===== config.mk =====
export PLATFORM = sky130hd
export DESIGN_NAME = sparc_ctrl_pipe
export DESIGN_NICKNAME = d
export VERILOG_FILES = /design/src/rtl/sparc_ctrl_pipe.sv
export SDC_FILE = /design/constraint.sdc
export NUM_CORES = 1
export LEC_CHECK = 0
export BUFFER_PORTS_ARGS = -buffer_cell sky130_fd_sc_hd__buf_2
export CORE_ASPECT_RATIO = 1.75
export CORE_MARGIN = 4
export CORE_UTILIZATION = 54
export CTS_BUF_LIST = sky130_fd_sc_hd__clkbuf_4 sky130_fd_sc_hd__clkbuf_8
export CTS_CLUSTER_DIAMETER = 30
export DETAILED_ROUTE_END_ITERATION = 8
export PLACE_DENSITY = 0.8
export SYNTH_ARGS = -nofsm -noshare
export SYNTH_HDL_FRONTEND = slang
export SYNTH_SLANG_ARGS = --single-unit
export TNS_END_PERCENT = 10

===== constraint.sdc =====
create_clock -name clk -period 2.6 [get_ports clk]
set_input_delay 0.52 -clock clk [delete_from_list [all_inputs] [get_ports clk]]
set_output_delay 0.52 -clock clk [all_outputs]
set_load 0.005 [all_outputs]

===== src/rtl/sparc_ctrl_pipe.sv =====
// Pipelined SPARC control unit: decodes the ID instruction and carries the
// control bundle through EX/MEM/WB registers with load-use bubble insertion.
module sparc_ctrl_pipe #(
   parameter logic EN_LOGIC      = 1'b1,
   parameter logic EN_SHIFT      = 1'b1,
   parameter logic HAZARD_DETECT = 1'b1
) (
   input  logic        clk,
   input  logic        reset,
   input  logic [31:0] instr,
   input  logic        id_valid,
   input  logic        stall,
   input  logic        flush,
   output logic        id_hold,
   output logic        ex_valid,
   output logic [3:0]  ex_soh_op,
   output logic [3:0]  ex_alu_op,
   output logic        ex_cc_we,
   output logic        ex_use_cc,
   output logic        ex_b,
   output logic [3:0]  ex_cond,
   output logic        ex_j_l,
   output logic        ex_call,
   output logic        ex_illegal,
   output logic        mem_valid,
   output logic        mem_rw,
   output logic        mem_e,
   output logic [1:0]  mem_size,
   output logic        mem_se,
   output logic        mem_l,
   output logic        wb_valid,
   output logic        wb_rf_le,
   output logic [4:0]  wb_rd
);

   typedef struct packed {
      logic       valid;
      logic [3:0] soh_op;
      logic [3:0] alu_op;
      logic       cc_we;
      logic       use_cc;
      logic       b;
      logic [3:0] cond;
      logic       j_l;
      logic       call;
      logic       illegal;
      logic       rw;
      logic       e;
      logic [1:0] size;
      logic       se;
      logic       l;
      logic       rf_le;
      logic [4:0] rd;
   } ex_t;

   typedef struct packed {
      logic       valid;
      logic       rw;
      logic       e;
      logic [1:0] size;
      logic       se;
      logic       l;
      logic       rf_le;
      logic [4:0] rd;
   } mem_t;

   typedef struct packed {
      logic       valid;
      logic       rf_le;
      logic [4:0] rd;
   } wb_t;

   function automatic ex_t ex_bubble();
      ex_t b;
      b      = '0;
      b.size = 2'b10;
      return b;
   endfunction

   function automatic mem_t to_mem(input ex_t x);
      mem_t m;
      m.valid = x.valid;
      m.rw    = x.rw;
      m.e     = x.e;
      m.size  = x.size;
      m.se    = x.se;
      m.l     = x.l;
      m.rf_le = x.rf_le;
      m.rd    = x.rd;
      return m;
   endfunction

   function automatic wb_t to_wb(input mem_t m);
      wb_t w;
      w.valid = m.valid;
      w.rf_le = m.rf_le;
      w.rd    = m.rd;
      return w;
   endfunction

   logic [1:0] op_s;
   logic [2:0] op2_s;
   logic [5:0] op3_s;
   logic       i_s;
   logic [3:0] cond_s;
   logic [4:0] rd_s;
   logic [4:0] rs1_s;
   logic [4:0] rs2_s;
   logic       unused_s;

   assign op_s     = instr[31:30];
   assign op2_s    = instr[24:22];
   assign op3_s    = instr[24:19];
   assign i_s      = instr[13];
   assign cond_s   = instr[28:25];
   assign rd_s     = instr[29:25];
   assign rs1_s    = instr[18:14];
   assign rs2_s    = instr[4:0];
   assign unused_s = ^instr[12:5];

   ex_t  dec_s;
   logic legal_s;
   ex_t  ex_d, ex_q;
   mem_t mem_d, mem_q;
   wb_t  wb_d, wb_q;
   logic hazard_s;
   logic is_store_s;

   // Instruction decode into the EX control bundle
   always_comb begin
      dec_s   = ex_bubble();
      legal_s = 1'b0;
      case (op_s)
         2'b01: begin
            legal_s     = 1'b1;
            dec_s.call  = 1'b1;
            dec_s.rf_le = 1'b1;
            dec_s.rd    = 5'd15;
         end
         2'b00: begin
            case (op2_s)
               3'b010: begin
                  legal_s      = 1'b1;
                  dec_s.b      = 1'b1;
                  dec_s.use_cc = 1'b1;
                  dec_s.cond   = cond_s;
               end
               3'b100: begin
                  legal_s      = 1'b1;
                  dec_s.rf_le  = 1'b1;
                  dec_s.soh_op = 4'b0010;
                  dec_s.alu_op = 4'b1101;
                  dec_s.rd     = rd_s;
               end
               default: legal_s = 1'b0;
            endcase
         end
         2'b10: begin
            dec_s.soh_op = i_s ? 4'b0001 : 4'b0000;
            dec_s.rd     = rd_s;
            dec_s.rf_le  = 1'b1;
            dec_s.cc_we  = op3_s[4];
            case (op3_s)
               6'b000000, 6'b010000: begin legal_s = 1'b1;     dec_s.alu_op = 4'b0000; end
               6'b000100, 6'b010100: begin legal_s = 1'b1;     dec_s.alu_op = 4'b0010; end
               6'b000001, 6'b010001: begin legal_s = EN_LOGIC; dec_s.alu_op = 4'b0100; end
               6'b000010, 6'b010010: begin legal_s = EN_LOGIC; dec_s.alu_op = 4'b0101; end
               6'b000011, 6'b010011: begin legal_s = EN_LOGIC; dec_s.alu_op = 4'b0110; end
               6'b100101: begin legal_s = EN_SHIFT; dec_s.alu_op = 4'b1010; end
               6'b100110: begin legal_s = EN_SHIFT; dec_s.alu_op = 4'b1011; end
               6'b100111: begin legal_s = EN_SHIFT; dec_s.alu_op = 4'b1100; end
               6'b111000: begin
                  legal_s      = 1'b1;
                  dec_s.j_l    = 1'b1;
                  dec_s.alu_op = 4'b0000;
                  dec_s.cc_we  = 1'b0;
               end
               default: legal_s = 1'b0;
            endcase
         end
         2'b11: begin
            dec_s.soh_op = i_s ? 4'b0001 : 4'b0000;
            dec_s.rd     = rd_s;
            dec_s.e      = 1'b1;
            case (op3_s)
               6'b000000: begin legal_s = 1'b1; dec_s.l = 1'b1; dec_s.rf_le = 1'b1; dec_s.size = 2'b10; end
               6'b000001: begin legal_s = 1'b1; dec_s.l = 1'b1; dec_s.rf_le = 1'b1; dec_s.size = 2'b00; end
               6'b000010: begin legal_s = 1'b1; dec_s.l = 1'b1; dec_s.rf_le = 1'b1; dec_s.size = 2'b01; end
               6'b001001: begin
                  legal_s = 1'b1; dec_s.l = 1'b1; dec_s.rf_le = 1'b1; dec_s.size = 2'b00; dec_s.se = 1'b1;
               end
               6'b001010: begin
                  legal_s = 1'b1; dec_s.l = 1'b1; dec_s.rf_le = 1'b1; dec_s.size = 2'b01; dec_s.se = 1'b1;
               end
               6'b000100: begin legal_s = 1'b1; dec_s.rw = 1'b1; dec_s.size = 2'b10; end
               6'b000101: begin legal_s = 1'b1; dec_s.rw = 1'b1; dec_s.size = 2'b00; end
               6'b000110: begin legal_s = 1'b1; dec_s.rw = 1'b1; dec_s.size = 2'b01; end
               default:   legal_s = 1'b0;
            endcase
         end
         default: legal_s = 1'b0;
      endcase

      if (dec_s.rd == 5'd0) begin
         dec_s.rf_le = 1'b0;
      end else begin
         dec_s.rf_le = dec_s.rf_le;
      end

      // Illegal encodings travel as a bubble tagged only by the illegal flag
      if (!id_valid) begin
         dec_s = ex_bubble();
      end else if (!legal_s) begin
         dec_s         = ex_bubble();
         dec_s.illegal = 1'b1;
      end else begin
         dec_s.valid = 1'b1;
      end
   end

   // Load-use detection against the load currently in EX
   always_comb begin
      is_store_s = 1'b0;
      hazard_s   = 1'b0;
      if (op_s == 2'b11 && (op3_s == 6'b000100 || op3_s == 6'b000101 || op3_s == 6'b000110)) begin
         is_store_s = 1'b1;
      end else begin
         is_store_s = 1'b0;
      end
      if (HAZARD_DETECT && id_valid && ex_q.valid && ex_q.l && ex_q.rd != 5'd0) begin
         hazard_s = (op_s[1] && rs1_s == ex_q.rd)
                 || (op_s[1] && !i_s && rs2_s == ex_q.rd)
                 || (is_store_s && rd_s == ex_q.rd);
      end else begin
         hazard_s = 1'b0;
      end
   end

   assign id_hold = hazard_s && !stall && !flush;

   // Stage-register advance: stall freezes, flush/hazard inject an EX bubble
   always_comb begin
      ex_d  = ex_q;
      mem_d = mem_q;
      wb_d  = wb_q;
      if (stall) begin
         ex_d = ex_q;
      end else begin
         mem_d = to_mem(ex_q);
         wb_d  = to_wb(mem_q);
         if (flush || hazard_s) begin
            ex_d = ex_bubble();
         end else begin
            ex_d = dec_s;
         end
      end
   end

   // Stage registers with synchronous reset to a bubble
   always_ff @(posedge clk) begin
      if (reset) begin
         ex_q  <= ex_bubble();
         mem_q <= to_mem(ex_bubble());
         wb_q  <= '0;
      end else begin
         ex_q  <= ex_d;
         mem_q <= mem_d;
         wb_q  <= wb_d;
      end
   end

   assign ex_valid   = ex_q.valid;
   assign ex_soh_op  = ex_q.soh_op;
   assign ex_alu_op  = ex_q.alu_op;
   assign ex_cc_we   = ex_q.cc_we;
   assign ex_use_cc  = ex_q.use_cc;
   assign ex_b       = ex_q.b;
   assign ex_cond    = ex_q.cond;
   assign ex_j_l     = ex_q.j_l;
   assign ex_call    = ex_q.call;
   assign ex_illegal = ex_q.illegal;
   assign mem_valid  = mem_q.valid;
   assign mem_rw     = mem_q.rw;
   assign mem_e      = mem_q.e;
   assign mem_size   = mem_q.size;
   assign mem_se     = mem_q.se;
   assign mem_l      = mem_q.l;
   assign wb_valid   = wb_q.valid;
   assign wb_rf_le   = wb_q.rf_le;
   assign wb_rd      = wb_q.rd;

endmodule


### After elaboration in Yosys (flattened, before gate mapping)

Index checks and enable logic that the tools add are counted.

| word-level totals | value |
|---|---|
| bits in registers | 51 |
| bits of input ports | 37 |
| logic and storage cells | 118 |

| operators by class | value |
|---|---|
| equal/unequal tests | 25 |
| mux-type cells | 30 |
| reduce and logical (&&, ||, !) cells | 35 |

Operator list:

| kind | number |
|---|---|
| 31-bit two-way mux | 2 |
| 6-bit by 5-bit == test with 1-bit output, second input constant | 5 |
| 30-bit two-way mux | 1 |
| 6-bit two-way mux | 5 |
| 4-bit one-hot mux with 7 select lines | 1 |
| 6-bit == test, second input constant | 4 |
| 6-bit one-hot mux with 4 select lines | 1 |
| 6-bit by 3-bit == test with 1-bit output, second input constant | 3 |
| 4-bit one-hot mux with 2 select lines | 2 |
| 5-bit == test | 3 |
| 1-bit two-way mux | 15 |
| 14-bit OR reduction | 1 |
| 2-bit OR reduction | 7 |
| 6-bit by 2-bit == test with 1-bit output, second input constant | 2 |
| 6-bit by 4-bit == test with 1-bit output, second input constant | 2 |
| 1-bit logical AND | 10 |
| 3-bit OR reduction | 3 |
| 8-bit OR reduction | 1 |
| 6-bit by 1-bit == test with 1-bit output, second input constant | 1 |
| 6-bit zero test | 1 |
| 5-bit zero test | 1 |
| 1-bit logical OR | 5 |
| 5-bit nonzero test | 1 |
| 5-bit OR reduction | 1 |
| other kinds (9) | 12 |

### Longest topological paths before layout

Gate-level depths: netlist of run 1.

| depth | value |
|---|---|
| word-level depth | 10 |
| mapped depth | 9 |
| depth with buffers taken out | 6 |

### Worst setup path after synthesis of run 1

OpenSTA, ideal clock, no wires.

| timing | value |
|---|---|
| kind | input-to-output |
| start | in instr[20] |
| end | out id_hold |
| arrival time | 1,889 ps |
| data required time | 2,080 ps |
| slack | 191 ps |
| cell stages on the path | 8 |
| path buffers | 2 |
| cell sequence | buf_2 and2_4 nor4_4 nand4_1 and3_1 buf_6 or2_1 nor3_1 |

| on the way | value |
|---|---|
| longest elaborated chain between the ends | 10 |
| elaborated cells between the ends (all ways) | 12 |
| classes of those cells | eq/ne (3); mux (2); reduce/logical (7) |

RTL lines:

| what | line | source |
|---|---|---|
| from (decl) | 10 | `input logic [31:0] instr,` |
| 6-bit by 3-bit == test with 1-bit output | 225 | `if (op_s == 2'b11 && (op3_s == 6'b000100 \|\| op3_s == 6'b000101 \|\| op3_s == 6'b000110)) begin` |
| 1-bit logical OR | 225 |  |
| 1-bit logical OR * | 225 |  |
| 1-bit logical AND * | 225 |  |
| 1-bit two-way mux * | 225 |  |
| 1-bit logical AND * | 233 | `\|\| (is_store_s && rd_s == ex_q.rd);` |
| 1-bit logical OR * | 233 |  |
| 1-bit two-way mux * | 230 | `if (HAZARD_DETECT && id_valid && ex_q.valid && ex_q.l && ex_q.rd != 5'd0) begin` |
| 1-bit logical AND * (2 in series) | 239 | `assign id_hold = hazard_s && !stall && !flush;` |
| to (decl) | 14 | `output logic id_hold,` |

Every way passes the cells marked *; elsewhere a longest branch is shown, timed or not.

### Final worst setup path of run 1

| timing | value |
|---|---|
| start | reg ex_q[1] (netlist bit) |
| end | out id_hold |

| on the way | value |
|---|---|
| longest elaborated chain between the ends | 7 |
| elaborated cells between the ends (all ways) | 13 |
| classes of those cells | eq/ne (3); mux (1); reduce/logical (9) |

RTL lines:

| what | line | source |
|---|---|---|
| from (decl) | 123 | `ex_t ex_d, ex_q;` |
| from (signal assigned) | 262 | `ex_q <= ex_bubble();` |
| 5-bit == test, on equally long branches | 231, 232 |  |
| 1-bit logical AND, on equally long branches | 231, 232 |  |
| 1-bit logical OR | 232 | `\|\| (op_s[1] && !i_s && rs2_s == ex_q.rd)` |
| 1-bit logical OR | 233 |  |
| 1-bit two-way mux * | 230 |  |
| 1-bit logical AND * (2 in series) | 239 |  |

Marked as above.

==> metrics.yaml, run 1 <==
run_status:
  status: "finished clean"
min_path:
  worstHoldPathCells: 2
  min_path_type: "flip-flop to flip-flop"
setup_path:
  r2r_cells: 5
  worstSetupPathType: "flip-flop to output pin"
  arrival_ps: 1960
  worstPathRequired_ps: 2080
  path_max_fanout: 6
  end_kind: "output pin"
  critical_path.startpoint_type: "flip-flop"
synth:
  synth-edff-count: 0
  netlist-cell-type-count: 56
  synthFlopType: "dfxtp_1"
  netlist.area_leader.share_pct: 38.38
  async_flop_share_pct: 0
  yosys_register_bits: 48
  syn-mean-instance-area_um2: 8.724
  yosysSeqAreaShare_pct: 38.38
  synth_area_um2: 2504
  syn_inst: 287
  synth_top_area_cell: "dfxtp_1"
  synthTopCellsByArea: "dfxtp_1 38%, mux2i_1 7.6%, nand2_1 5.2%"
  synth_warnings: 0
power:
  power_mw: 1.532
  powerDensity_nw_per_um2: 532.0
  ir_drop_mv: 0.3812
  p_leak_nw: 1.288
floorplan:
  initial_core_util_pct: 56.33
  die_x_um: 59.47
  core-area_um2: 4444
  num_rows: 32
  io-pin-count: 71
  die_area_um2: 5833
  die_h_um: 98.08
sta:
  hold_viol_final: 0
  fmax_ghz: 0.4026
  drv_slew: 0
  clock_skew_ps: 2.722
  rsz0062_at_grt: "no"
  finalCritPeriodShare_pct: 95.54
  finalSetupTns_ps: 0
  setup_viol: 0
  worst_slew_pin_slew_ps: 540.2
  relSlewSlack_pct: 63.92
  fin_crit_ps: 2484
cts:
  cts_buffers: 5
  cts_sinks: 48
  hold_buffers: 0
  clk_pin_slew_ps: 80
  ctsResizeCount: 0
  cts_tree: "yes"
  clk_latency_ps: 300
  clock_path_buffers: 2
  cts_root_buffer: "clkbuf_8"
  postCtsSetupBuffers: 0
  htreeDepth: 2
final_layout:
  drive_gt1_share_pct: 31.33
  layout_common_cells: "60 x buf_2, 44 x dfxtp_1, 35 x nand2_1, 34 x nor2_1, 20 x o21ai_0"
  nNetsFinal: 369
  area_growth_syn_to_layout_pct: 15.04
  diodes: 0
  layout_commonest_cell: "buf_2"
placement:
  port_buffers: 60
  dpl.hpwl_mm: 4.182
  gp_congestion: 0.8804
global_route:
  grt_first_pass_wirelength_mm: 9.059
  grt_usage_pct: 19.59
  grt_pass1_vias: 1985
  grt_max_degree: 29
  antenna_found_initial: 0
  grt-ovfl-total: 0
route:
  detail_route.first_pass.iterations: 4
  vias: 2133
  routed_wl_mm: 5.558
  postRouteAntennaNets: 0
  wl_per_cell_um: 14.51
  drtIter0Drc: 73
  drc: 0
  viasPerCell: 5.569
job:
  cap_violations: 0
## cell usage after synthesis (all sizes together), types with 2 or more instances
library cell  count
a211oi            2
a21oi            10
a22oi             3
a31oi             2
and2b             2
buf              30
clkbuf            8
dfxtp            48
inv               3
mux2i            19
nand2            35
nand2b            2
nand3             4
nand4             2
nand4b            2
nor2             34
nor2b             3
nor3              7
nor3b             3
nor4              3
nor4b             2
o211ai            3
o21ai            23
o41ai             2
or2               2
xnor2             5
xor2             11
## metrics by stage
stage / utilization [%] / setup slack [ps] / instance area (um^2) / std cells / hold slack [ps]
after floorplan: - / 191.1 / 2507 / 288 / 424.8
final: 64.81 / 116.0 / 2880 / 383 / 456.3
after CTS: 64.53 / 9.798 / 2868 / 383 / 462.4
after global routing: 64.81 / 18.40 / 2880 / 383 / 472.6
after detailed placement: 61.63 / 147.5 / 2739 / 376 / 442.1
after global placement: 61.63 / 148.9 / 2739 / 376 / 435.0
## worst max-delay path, cell delays in order, from the launching register on
cell and delay [ps]:
dfxtp_4 380, xor2_1 160, nor4_1 330, nand3_1 110, and3_4 180, or2_1 240, nor3_1 130, buf_2 140
## cell type report
class                           count  area [um^2]
Sequential cell                    48        968.4
Inverter                            3        11.26
Multi-Input combinational cell    199         1295
Clock buffer                        5        68.82
Clock inverter                      2        60.06
Tap cell                           51        63.81
Timing Repair Buffer               75        412.9
Fill cell                         376         1564
## cells by family (layout without fill, tap and decap cells)
logic type | count (synthesis) | count (layout) | share of synthesized area (%)
xor gates and xnor gates | 16 | 16 | 5.597
DFF | 48 | 48 | 38.38
AOI/OAI and AO/OA | 55 | 55 | 16.54
other | 1 | 2 | 0.1498
and+or+nand+nor | 107 | 107 | 21.49
muxes | 19 | 19 | 7.596
buffers and inverters | 41 | 85 | 10.24
## registers in the layout, summed over array words and instances (netlist names), 2 cells and up
register / flops
mem_q: 6
ex_alu_op: 4
wb_rd: 5
ex_soh_op: 2
ex_cond: 4
ex_q: 12
mem_size: 2
## where the power goes
group          internal [mW]  switching [mW]
registers              0.739         0.00444
clock network          0.378           0.245
logic                 0.0685          0.0969
## path summary, 6_finish.rpt
kind	slack, ps	start	end
worst max-delay path	120	ex_q[1]	id_hold
worst min-delay path	460	ex_cond[2]	ex_cond[2]
worst max register to register	680	ex_q[0]	ex_alu_op[1]
worst min register to register	460	ex_cond[2]	ex_cond[2]
## layer usage
metal	global-route usage (%)	part of all wire, %	vias up
met2	34.96	53	67
met4	7.504	1.5	0
met1	21.91	40	994
met3	3.571	4.5	8
li1	-	-	1064
met5	0	0	-
Note: power is estimated with default switching activity, not from simulation.
==> inputs of run 2 (changes only) <==
--- a/config.mk
+++ b/config.mk
@@ -8,11 +8,12 @@
 export BUFFER_PORTS_ARGS = -buffer_cell sky130_fd_sc_hd__buf_2
 export CORE_ASPECT_RATIO = 1.75
 export CORE_MARGIN = 4
-export CORE_UTILIZATION = 54
+export CORE_UTILIZATION = 49
 export CTS_BUF_LIST = sky130_fd_sc_hd__clkbuf_4 sky130_fd_sc_hd__clkbuf_8
 export CTS_CLUSTER_DIAMETER = 30
 export DETAILED_ROUTE_END_ITERATION = 8
-export PLACE_DENSITY = 0.8
+export GPL_TIMING_DRIVEN = 0
+export PLACE_DENSITY = 0.77
 export SYNTH_ARGS = -nofsm -noshare
 export SYNTH_HDL_FRONTEND = slang
 export SYNTH_SLANG_ARGS = --single-unit
==> constraint.sdc (replaced) <==
create_clock -name clk -period 2.2 [get_ports clk]
set_input_delay 0.44 -clock clk [delete_from_list [all_inputs] [get_ports clk]]
set_output_delay 0.44 -clock clk [all_outputs]
set_load 0.005 [all_outputs]
==> metrics.yaml, run 2 (same netlist as run 1, synthesis figures left out) <==
route:
  viasPerCell: 5.451  # -2.1%
  drc: 0  # unchanged
  routed_wl_mm: 6.143  # +11%
  postRouteAntennaNets: 0  # unchanged
  drtIter0Drc: 77  # +5.5%
  wl_per_cell_um: 15.13  # +4.3%
  vias: 2213  # +3.8%
  detail_route.first_pass.iterations: 4  # unchanged
cts:
  htreeDepth: 2  # unchanged
  clock_path_buffers: 2  # unchanged
  hold_buffers: 0  # unchanged
  cts_tree: "yes"
  cts_buffers: 5  # unchanged
  clk_latency_ps: 300  # about the same
  clk_pin_slew_ps: 100  # +20 ps
  cts_sinks: 48  # unchanged
  cts_root_buffer: "clkbuf_8"
final_layout:
  drive_gt1_share_pct: 34.38  # +3.0 points
  final_area_um2: 3044  # +5.7%
  regMostFlops: "ex_q"
  layout_common_cells: "57 x buf_2, 44 x dfxtp_1, 35 x nand2_1, 34 x nor2_1, 23 x buf_4"
  diodes: 0  # unchanged
  largest_register_ffs: 12  # unchanged
  fill_cells: 447  # +19%
  multi_input_area_um2: 1326  # +2.4%
  layout_commonest_cell: "buf_2"
  nNetsFinal: 388  # +5.1%
  seqCellArea_um2: 970.9  # +0.26%
  area_growth_syn_to_layout_pct: 21.59
floorplan:
  die_x_um: 62.04  # +4.3%
  die_area_um2: 6362  # +9.1%
  initial_core_util_pct: 50.30  # -6.0 points
  core-area_um2: 4977  # +12%
  io-pin-count: 71  # unchanged
  num_rows: 34  # +6.3%
  die_h_um: 102.6  # +4.6%
sta:
  hold_viol_final: 0  # unchanged
  finalCritPeriodShare_pct: 108.2
  fin_crit_ps: 2381
  fmax_ghz: 0.4201
  fin_ws_ps: -180.5  # -296.6 ps
  drv_slew: 0  # unchanged
  rsz0062_at_grt: "yes"
  clock_skew_ps: 10.31  # +7.587 ps
  relSlewSlack_pct: 38.62  # -25 points
  worst_slew_pin_slew_ps: 918.7  # +378.6 ps
  setup_viol: 1  # +1
  whs_ps: 401.2  # -55.17 ps
job:
  cap_violations: 0  # unchanged
global_route:
  grt_usage_pct: 20.18  # +0.59 points
  grt-ovfl-total: 0  # unchanged
  antenna_found_initial: 0  # unchanged
  grt_max_degree: 17  # -41%
  grt_first_pass_wirelength_mm: 9.673  # +6.8%
  grt_pass1_vias: 2078  # +4.7%
min_path:
  min_path_type: "input port to flip-flop"
setup_path:
  worstSetupPathType: "flip-flop to output pin"
  end_kind: "output pin"
  cp_cell_sequence: "xor2_1 > nor4_2 > nand4b_1 > and3_4 > or2_4 > nor3_2 > buf_2"
  rrSetupSlack_ps: 230  # -450 ps
  max_stage_delay_ps: 370  # about the same
  arrival_ps: 1940  # -20 ps
  slowest_stage: "dfxtp_2"
  worstPathRequired_ps: 1760  # -320 ps
  path_max_fanout: 6  # unchanged
  critical_path.startpoint_type: "flip-flop"
power:
  powerDensity_nw_per_um2: 571.9  # +7.5%
  ir_drop_mv: 0.5535  # +45%
  p_leak_nw: 1.361  # +5.6%
run_status:
  violations: "setup timing"
  status: "complete, but fails checks"
placement:
  gp_congestion: 0.9182  # +4.3%
  dpl.hpwl_mm: 4.708  # +13%
  port_buffers: 55  # -8.3%
  placed_area_um2: 2855  # +4.2%
  place_ws_ps: -335.0  # -482.4 ps
run 2: changes by cell type in the layout (fill, tap and decap cells not counted), moves of 3 or more:
cell      previous run  this run
buf_4               15        23
clkbuf_1             0         7
buf_6                0         4
buf_2               60        57
run 2: metrics by stage:
step	std cells	setup TNS [ps]	utilization, %	total power, mW
after global routing	406	-269.7	61.16	1.798
final	406	-180.5	61.16	1.741
after floorplan	288	-10.29	-	1.032
after CTS	403	-226.9	59.80	1.738
after detailed placement	397	-418.5	57.37	1.100
after global placement	397	-429.4	57.37	1.097
run 2: layout make-up:
class | instances | area share (%)
well taps | 54 | 2.219
inverters | 3 | 0.3699
repair buffers | 61 | 10.93
multi-input cells | 199 | 43.57
clock buffers | 5 | 2.261
clock inverters | 3 | 1.562
plain buffers | 33 | 7.193
flip-flops and latches | 48 | 31.89
run 2: power by group:
part	switching, mW	total (mW)	internal (mW)
logic	0.124	0.212	0.0881
registers	0.00504	0.877	0.872
clock network	0.310	0.652	0.343
total	0.438	1.74	1.30
run 2: repair_timing:
| item | 4_1_cts | 5_1_grt |
|---|---|---|
| cloned | 0 | 0 |
| pin swaps | 8 | 9 |
| endpoints found under the setup margin | 1 | 1 |
| buffers inserted | 3 | 3 |
| resized for setup | 7 | 13 |
| hold endpoints to repair | 0 | 0 |
run 2: per-layer routing:
layer / track usage, % / share of wire, %
met3: 3.759 / 4.7
met2: 35.38 / 54
met5: 0 / 0
met1: 22.36 / 38
met4: 9.641 / 3.2
run 2: final timing paths:
check / start / end / depth (start not counted)
setup / recovery: ex_q[0] / id_hold / 7
hold / removal: instr[13] / ex_soh_op[0] / 3
setup reg to reg: ex_q[1] / ex_q[9] / 7
hold reg to reg: ex_q[7] / ex_q[7] / 2
run 2: critical path, delay by kind of cell, from the launching register on:
family        cells  cell delay (ps)
buf+inv           1              140
flops             1              370
simple gates      5              950
xor+xnor          1              180
